**src/rtl/smg_scan_ctrl.sv**
```systemverilog
// Multiplexed 7-segment scan controller: time-slices per-digit codes onto a shared segment bus.
// Optional per-slot brightness duty control when SMG_BRIGHTNESS_EN is defined.
module smg_scan_ctrl #(
    parameter int unsigned DIGITS         = 4,
    parameter int unsigned SEG_W          = 8,
    parameter logic [18:0] SCAN_TICKS     = 19'd49_999,
    parameter int unsigned BLANK_TICKS    = 1000,
    parameter bit          SEL_ACTIVE_LOW = 1'b1,
    parameter bit          SEG_ACTIVE_LOW = 1'b1
) (
    input  logic                      CLK,
    input  logic                      RST_N,
    input  logic [DIGITS*SEG_W-1:0]   Seg_Data_Bus,
    input  logic [DIGITS-1:0]         Digit_En,
    input  logic                      Scan_En,
`ifdef SMG_BRIGHTNESS_EN
    input  logic [3:0]                Brightness,
`endif
    output logic [SEG_W-1:0]          Row_Scan_Sig,
    output logic [DIGITS-1:0]         Column_Scan_Sig,
    output logic [$clog2(DIGITS)-1:0] Digit_Idx,
    output logic                      Frame_Done
);

    localparam int unsigned       IDX_W     = $clog2(DIGITS);
    localparam logic [18:0]       BLANK_CNT = 19'(BLANK_TICKS);
    localparam logic [IDX_W-1:0]  LAST_IDX  = IDX_W'(DIGITS - 1);
    localparam logic [SEG_W-1:0]  SEG_OFF   = {SEG_W{SEG_ACTIVE_LOW}};
    localparam logic [DIGITS-1:0] SEL_OFF   = {DIGITS{SEL_ACTIVE_LOW}};

    typedef enum logic [1:0] {StIdle, StBlank, StShow} state_e;

    state_e            st_q, st_d;
    logic [18:0]       cnt_q, cnt_d;
    logic [IDX_W-1:0]  idx_q, idx_d;
    logic [SEG_W-1:0]  code_q, code_d;
    logic              en_q, en_d;
    logic [SEG_W-1:0]  row_q, row_d;
    logic [DIGITS-1:0] col_q, col_d;
    logic [IDX_W-1:0]  didx_q;
    logic              done_q, done_d;
    logic              snap_sel, slot_end, show_on, active;
    logic [DIGITS-1:0] onehot;

    assign snap_sel = (st_q != StIdle) && (cnt_q == 19'd0);
    assign slot_end = (cnt_q == SCAN_TICKS);

    // Snapshot is transparent in the capture cycle so a zero-blank slot shows the live slice.
    assign code_d = snap_sel ? Seg_Data_Bus[idx_q*SEG_W +: SEG_W] : code_q;
    assign en_d   = snap_sel ? Digit_En[idx_q] : en_q;

`ifdef SMG_BRIGHTNESS_EN
    localparam logic [23:0] SHOW_LEN = 24'(SCAN_TICKS) + 24'd1 - 24'(BLANK_TICKS);

    logic [3:0]  bri_q, bri_d;
    logic [23:0] on_len;

    assign bri_d   = snap_sel ? Brightness : bri_q;
    assign on_len  = (SHOW_LEN * {20'd0, bri_d} + SHOW_LEN) >> 4;
    assign show_on = {5'd0, cnt_q - BLANK_CNT} < on_len;

    always_ff @(posedge CLK or negedge RST_N) begin
        if (!RST_N) bri_q <= 4'd0;
        else        bri_q <= bri_d;
    end
`else
    assign show_on = 1'b1;
`endif

    always_comb begin
        cnt_d = 19'd0;
        idx_d = idx_q;
        st_d  = StIdle;
        if (!Scan_En) begin
            idx_d = '0;
        end else begin
            if (st_q == StIdle) begin
                cnt_d = 19'd0;
            end else if (slot_end) begin
                cnt_d = 19'd0;
                idx_d = (idx_q == LAST_IDX) ? '0 : idx_q + IDX_W'(1);
            end else begin
                cnt_d = cnt_q + 19'd1;
            end
            st_d = (cnt_d < BLANK_CNT) ? StBlank : StShow;
        end
    end

    always_comb begin
        onehot        = '0;
        onehot[idx_q] = 1'b1;
        active        = (st_q == StShow) && en_d && show_on;
        row_d         = SEG_OFF ^ (active ? code_d : '0);
        col_d         = SEL_OFF ^ (active ? onehot : '0);
        done_d        = (st_q != StIdle) && Scan_En && slot_end && (idx_q == LAST_IDX);
    end

    always_ff @(posedge CLK or negedge RST_N) begin
        if (!RST_N) begin
            st_q   <= StIdle;
            cnt_q  <= 19'd0;
            idx_q  <= '0;
            code_q <= '0;
            en_q   <= 1'b0;
            row_q  <= SEG_OFF;
            col_q  <= SEL_OFF;
            didx_q <= '0;
            done_q <= 1'b0;
        end else begin
            st_q   <= st_d;
            cnt_q  <= cnt_d;
            idx_q  <= idx_d;
            code_q <= code_d;
            en_q   <= en_d;
            row_q  <= row_d;
            col_q  <= col_d;
            didx_q <= idx_q;
            done_q <= done_d;
        end
    end

    assign Row_Scan_Sig    = row_q;
    assign Column_Scan_Sig = col_q;
    assign Digit_Idx       = didx_q;
    assign Frame_Done      = done_q;

endmodule
```
**config.mk**
```make
export PLATFORM = sky130hd
export DESIGN_NAME = smg_scan_ctrl
export DESIGN_NICKNAME = d
export VERILOG_FILES = /design/src/rtl/smg_scan_ctrl.sv
export SDC_FILE = /design/constraint.sdc
export NUM_CORES = 1
export LEC_CHECK = 0
export BUFFER_PORTS_ARGS = -buffer_cell sky130_fd_sc_hd__buf_4
export CAP_MARGIN = 30
export CORE_UTILIZATION = 30
export CTS_BUF_LIST = sky130_fd_sc_hd__clkbuf_8
export CTS_CLUSTER_SIZE = 28
export DETAILED_ROUTE_END_ITERATION = 8
export PLACE_DENSITY_LB_ADDON = 0.25
export SLEW_MARGIN = 20
export SYNTH_ARGS = -nofsm -noshare
export SYNTH_HDL_FRONTEND = slang
export SYNTH_SLANG_ARGS = --single-unit
```
**constraint.sdc**
```tcl
create_clock -name CLK -period 2.7 [get_ports CLK]
set_input_delay 0.54 -clock CLK [delete_from_list [all_inputs] [get_ports CLK]]
set_output_delay 0.54 -clock CLK [all_outputs]
set_load 0.01 [all_outputs]
```
### After elaboration in Yosys (flattened, before gate mapping)

Index checks and enable logic that the tools add are counted.

* register bits: 47
* bits in latches: 0
* RAM bits: 0
* ROM bits: 0
* output and inout bits: 15
* memories: 0

* add/sub/neg operators: 2
* multipliers: 0
* divide/modulo/power cells: 0
* magnitude comparators: 3
* equality and inequality tests: 5
* shift-type cells: 1
* mux-type cells: 18
* bitwise gates (word level): 2
* reduce and logical (&&, ||, !) cells: 10

Operators with widths (count)
* $mux 19: 4
* $shiftx 32x6->8: 1
* $add 19x1->19 const B: 1
* $eq 19x16->1 const B: 1
* $logic_not 19->1: 1
* $lt 19x10->1 const B: 1
* $mux 8: 2
* $mux 2: 6
* $not 8->8: 1
* $logic_and 1x1->1: 6
* $eq 2x2->1 const B: 2
* $mux 4: 1
* $not 4->4: 1
* $lt 2x3->1 const B: 1
* $mux 1: 3
* $add 2x1->2 const B: 1
* $bmux 1 s2: 1
* $demux 1 s2: 1
* $ge 2x1->1 const B: 1
* $logic_not 2->1: 1
* $ne 2x1->1 const B: 1
* $ne 2x2->1 const B: 1
* $reduce_and 2->1: 1
* $reduce_bool 2->1: 1

### Longest topological paths before layout

* depth in word-level cells: 7
* depth in mapped cells: 8
* depth with buffers taken out: 7

### Worst setup path before layout

No wires, ideal clock.

* path type: flip-flop to flip-flop
* start point: register cnt_q[0]
* end point: register col_q[1], in the netlist Column_Scan_Sig[1]
* library setup time: 0.060 ns
* arrival: 2.232 ns
* required time: 2.640 ns
* path slack: 0.408 ns
* cell stages (with the launch flop): 9
* clock period less this slack: 2.292 ns
* path through: dfrtp_1 -> inv_1 -> ha_1 -> or4b_4 -> nor4_4 -> mux2_4 -> and3b_4 -> buf_6 -> nand2_1

* cells in the longest elaborated chain, start to end: 6

RTL lines
* from (decl): RTL line 34 `logic [18:0] cnt_q, cnt_d;`
* from (signal assigned): RTL line 111 `cnt_q <= cnt_d;`
* $logic_not 19->1: RTL line 45 `assign snap_sel = (st_q != StIdle) && (cnt_q == 19'd0);`
* $logic_and 1x1->1: RTL line 45
* $mux 1: RTL line 50 `assign en_d = snap_sel ? Digit_En[idx_q] : en_q;`
* via en_d: RTL line 37 `logic en_q, en_d;`
* $logic_and 1x1->1: RTL line 92 `active = (st_q == StShow) && en_d && show_on;`
* $mux 4: RTL line 94 `col_d = SEL_OFF ^ (active ? onehot : '0);`
* $not 4->4 (no line)
* via col_d[1]: RTL line 39 `logic [DIGITS-1:0] col_q, col_d;`
* to (signal assigned): RTL line 116 `col_q <= col_d;`
* to (decl): RTL line 39

The timed path passes the listed nets, and every way through them passes these cells.
A chain may end at the register's enable or synchronous reset.

### Worst setup path after layout

* start point: register cnt_q[0]
* end point: register st_q[0]

* cells in the longest elaborated chain, start to end: 7

RTL lines
* $add 19x1->19 / $eq 19x16->1 (equally long branches): RTL line 83, 46
* $mux 19 (*): RTL line 79 `end else if (slot_end) begin`
* $mux 19 (*): RTL line 77 `if (st_q == StIdle) begin`
* $mux 19 (*): RTL line 74 `if (!Scan_En) begin`
* $lt 19x10->1 (*): RTL line 85 `st_d = (cnt_d < BLANK_CNT) ? StBlank : StShow;`
* $mux 2 (*): RTL line 85
* $mux 2 (*): RTL line 74
* via st_d[0]: RTL line 33 `state_e st_q, st_d;`
* to (signal assigned): RTL line 100 `st_q <= StIdle;`
* to (signal assigned): RTL line 110 `st_q <= st_d;`
* to (decl): RTL line 33

Mark *: on every way through the listed nets, which the timed path passes. The rest lies on a longest branch. The select of a mux whose other input is x is not followed.

==> flow_summary_export.csv <==
group,metric,value,unit
outcome,outcome,"complete, no violations",
detailed_routing,drt_first_iter_violations,82,
place,io_buffers,53,
worst_setup_path,crit_type,"reg2reg",
clocking,cts_root_buffer,"clkbuf_8",
detailed_routing,post_drt_via_cell_ratio,4.725,
run,max-cap-violations,0,
floorplanning,die_y,92.46,um
detailed_routing,routed_wl,5.091,mm
logic_synthesis,yosysSeqAreaShare,0.4852,
power,leakagePower,1.254,nW
floorplanning,die_area,0.008549,mm^2
timing,holdWs,0.2274,ns
place,gp_congestion,0.8322,
final_layout,syn_to_final_growth,24.11,%
power,power.density,424.4,mW/mm^2
final_layout,antenna_cells,0,
global_routing,grt_pass1_vias,1723,
timing,timing.setup.tns,0,ns
final_layout,mostFrequentLayoutCells,"61 x buf_4, 35 x dfrtp_1, 28 x nor2_1",
clocking,cts_buffer_depth,2,
global_routing,grt_max_degree,48,
logic_synthesis,synth_cell_types,38,
timing,tightest_slew,0.5803,ns
logic_synthesis,syn_avg_cell_area,11.37,um^2
detailed_routing,wl_per_cell,13.61,um
final_layout,nets,316,
logic_synthesis,synth_nets,261,
worst_setup_path,r2r_setup_slack,0.29,ns
logic_synthesis,synth_edf_count,0,
detailed_routing,ant_nets,0,
final_layout,post_route_cells_drive_above_1_share,0.3897,
global_routing,grt_first_pass_wirelength,8.466,mm
clocking,cts_tree,"built",
timing,setup_violations,0,
detailed_routing,vias,1767,
floorplanning,core,0.007807,mm^2
logic_synthesis,ys_async_sr_fraction,1.000,
detailed_routing,drtPass1Iterations,4,
detailed_routing,drcViolationCount,0,
final_layout,utilization,0.3902,
logic_synthesis,ys_ff_latch,47,
worst_setup_path,crit_path_max_fanout,10,
logic_synthesis,syn-instance-count,216,
global_routing,grt_use_total,0.1281,
timing,fmax,414.2,MHz
timing,fin_crit_sh,0.8942,
timing,drv_slew,0,
timing,rsz0062_at_grt,"no",
global_routing,grt.overflow.total,0,
logic_synthesis,syn_area,0.002455,mm^2
floorplanning,die_x,92.46,um
worst_setup_path,crit_path_end_kind,"register",
place,dp_hpwl,3.719,mm
clocking,postCtsHoldBufs,0,
global_routing,antenna_found_initial,0,
worst_setup_path,arrival,2.66,ns
timing,finClkSkew,0.005127,ns
timing,finalHoldViolCount,0,
floorplanning,core.rowCount,32,
clocking,insertion_delay,0.30,ns
clocking,cts_setup_buffers,0,
final_layout,layout_commonest_cell,"buf_4",
clocking,cts_resized,0,
clocking,clk_pin_slew,0.09,ns
clocking,cts_htree_levels,2,
floorplanning,start_util,0.3144,
timing,min_period,2.414,ns
worst_setup_path,required,2.94,ns
timing,relSlewSlack,0.6131,
logic_synthesis,yosys_warnings,0,
min_path,hp-class,"in2async",
power,ir_drop,0.1752,mV
clocking,clock-sinks,47,
floorplanning,io_pins,54,
power,fin_total_pwr,1.293,mW
worst_setup_path,worstSetupStartpointType,"register",
worst_setup_path,r2r_cells,7,
logic_synthesis,synth_flop_cell,"dfrtp_1",
clocking,cts_buffers,5,
-- synthesized netlist by cell type, types with 5 or more instances --
cell type	number	area share
nand4_1	5	0.013
nor2_1	28	0.043
and3_1	5	0.013
dfstp_2	12	0.13
ha_1	6	0.031
inv_1	6	0.0092
mux2_2	9	0.041
dfrtp_1	35	0.36
nor4_1	7	0.018
xnor2_1	12	0.043
mux4_2	9	0.083
xor2_1	8	0.029
nand3_1	10	0.020
nor3_1	5	0.010
nand2_1	19	0.029
-- flip-flops by register name, summed over array words and instances, names as in the netlist --
register         cells
code_q               8
Digit_Idx            2
en_q                 1
cnt_q               19
idx_q                2
Column_Scan_Sig      4
st_q                 2
Frame_Done           1
Row_Scan_Sig         8
-- critical path, stage by stage (launching register included) --
cell     delay (ns)
dfrtp_1        0.45
ha_1           0.30
nand3_1        0.34
nor4_1         0.44
and3_1         0.20
o21ai_0        0.08
nor4_1         0.38
o21a_1         0.16
-- final timing paths --
| check | start | to |
|---|---|---|
| max | cnt_q[0] | st_q[0] |
| min | RST_N | Digit_Idx[1] |
| max reg2reg | cnt_q[0] | st_q[0] |
| min reg2reg | code_q[5] | code_q[5] |
| max in group asynchronous | RST_N | cnt_q[14] |
| min in group CLK | Scan_En | st_q[0] |
-- power breakdown --
part | total, mW | leakage (nW) | internal [mW] | switching [mW]
Combinational | 0.120 | 0.622 | 0.0734 | 0.0469
Sequential | 0.735 | 0.592 | 0.727 | 0.00738
Clock | 0.438 | 0.0408 | 0.185 | 0.253
-- kinds of logic (layout without fill, tap and decap cells) --
group	after synthesis	count (layout)	synth area share
muxes	23	23	0.1463
xor gates and xnor gates	20	20	0.07136
AOI/OAI and AO/OA	8	8	0.02396
and+or+nand+nor	93	93	0.1983
DFF	47	47	0.4852
buffers and inverters	19	75	0.04434
adders and majority gates	6	6	0.03058
-- metrics by stage --
| step | std cells | setup slack, ns | cell area (um^2) |
|---|---|---|---|
| after floorplan | 216 | 0.4081 | 2455 |
| after global placement | 366 | 0.4039 | 2954 |
| after detailed placement | 366 | 0.3149 | 2954 |
| after CTS | 374 | 0.2824 | 3047 |
| after global routing | 374 | 0.08970 | 3047 |
| final | 374 | 0.2856 | 3047 |
-- final cells by class --
type	count	area [um^2]
Fill cell	784	4761
Sequential cell	47	1191
Multi-Input combinational cell	150	1155
Timing Repair Buffer	61	457.9
Tap cell	102	127.6
Clock buffer	5	68.82
Clock inverter	3	23.77
Inverter	6	22.52
-- layer usage --
layer	part of all wire	GRT usage
met5	0	0
met4	0.014	0.05208
met3	0.053	0.03530
met2	0.48	0.1994
met1	0.45	0.1676
(Power assumes the default switching activity.)
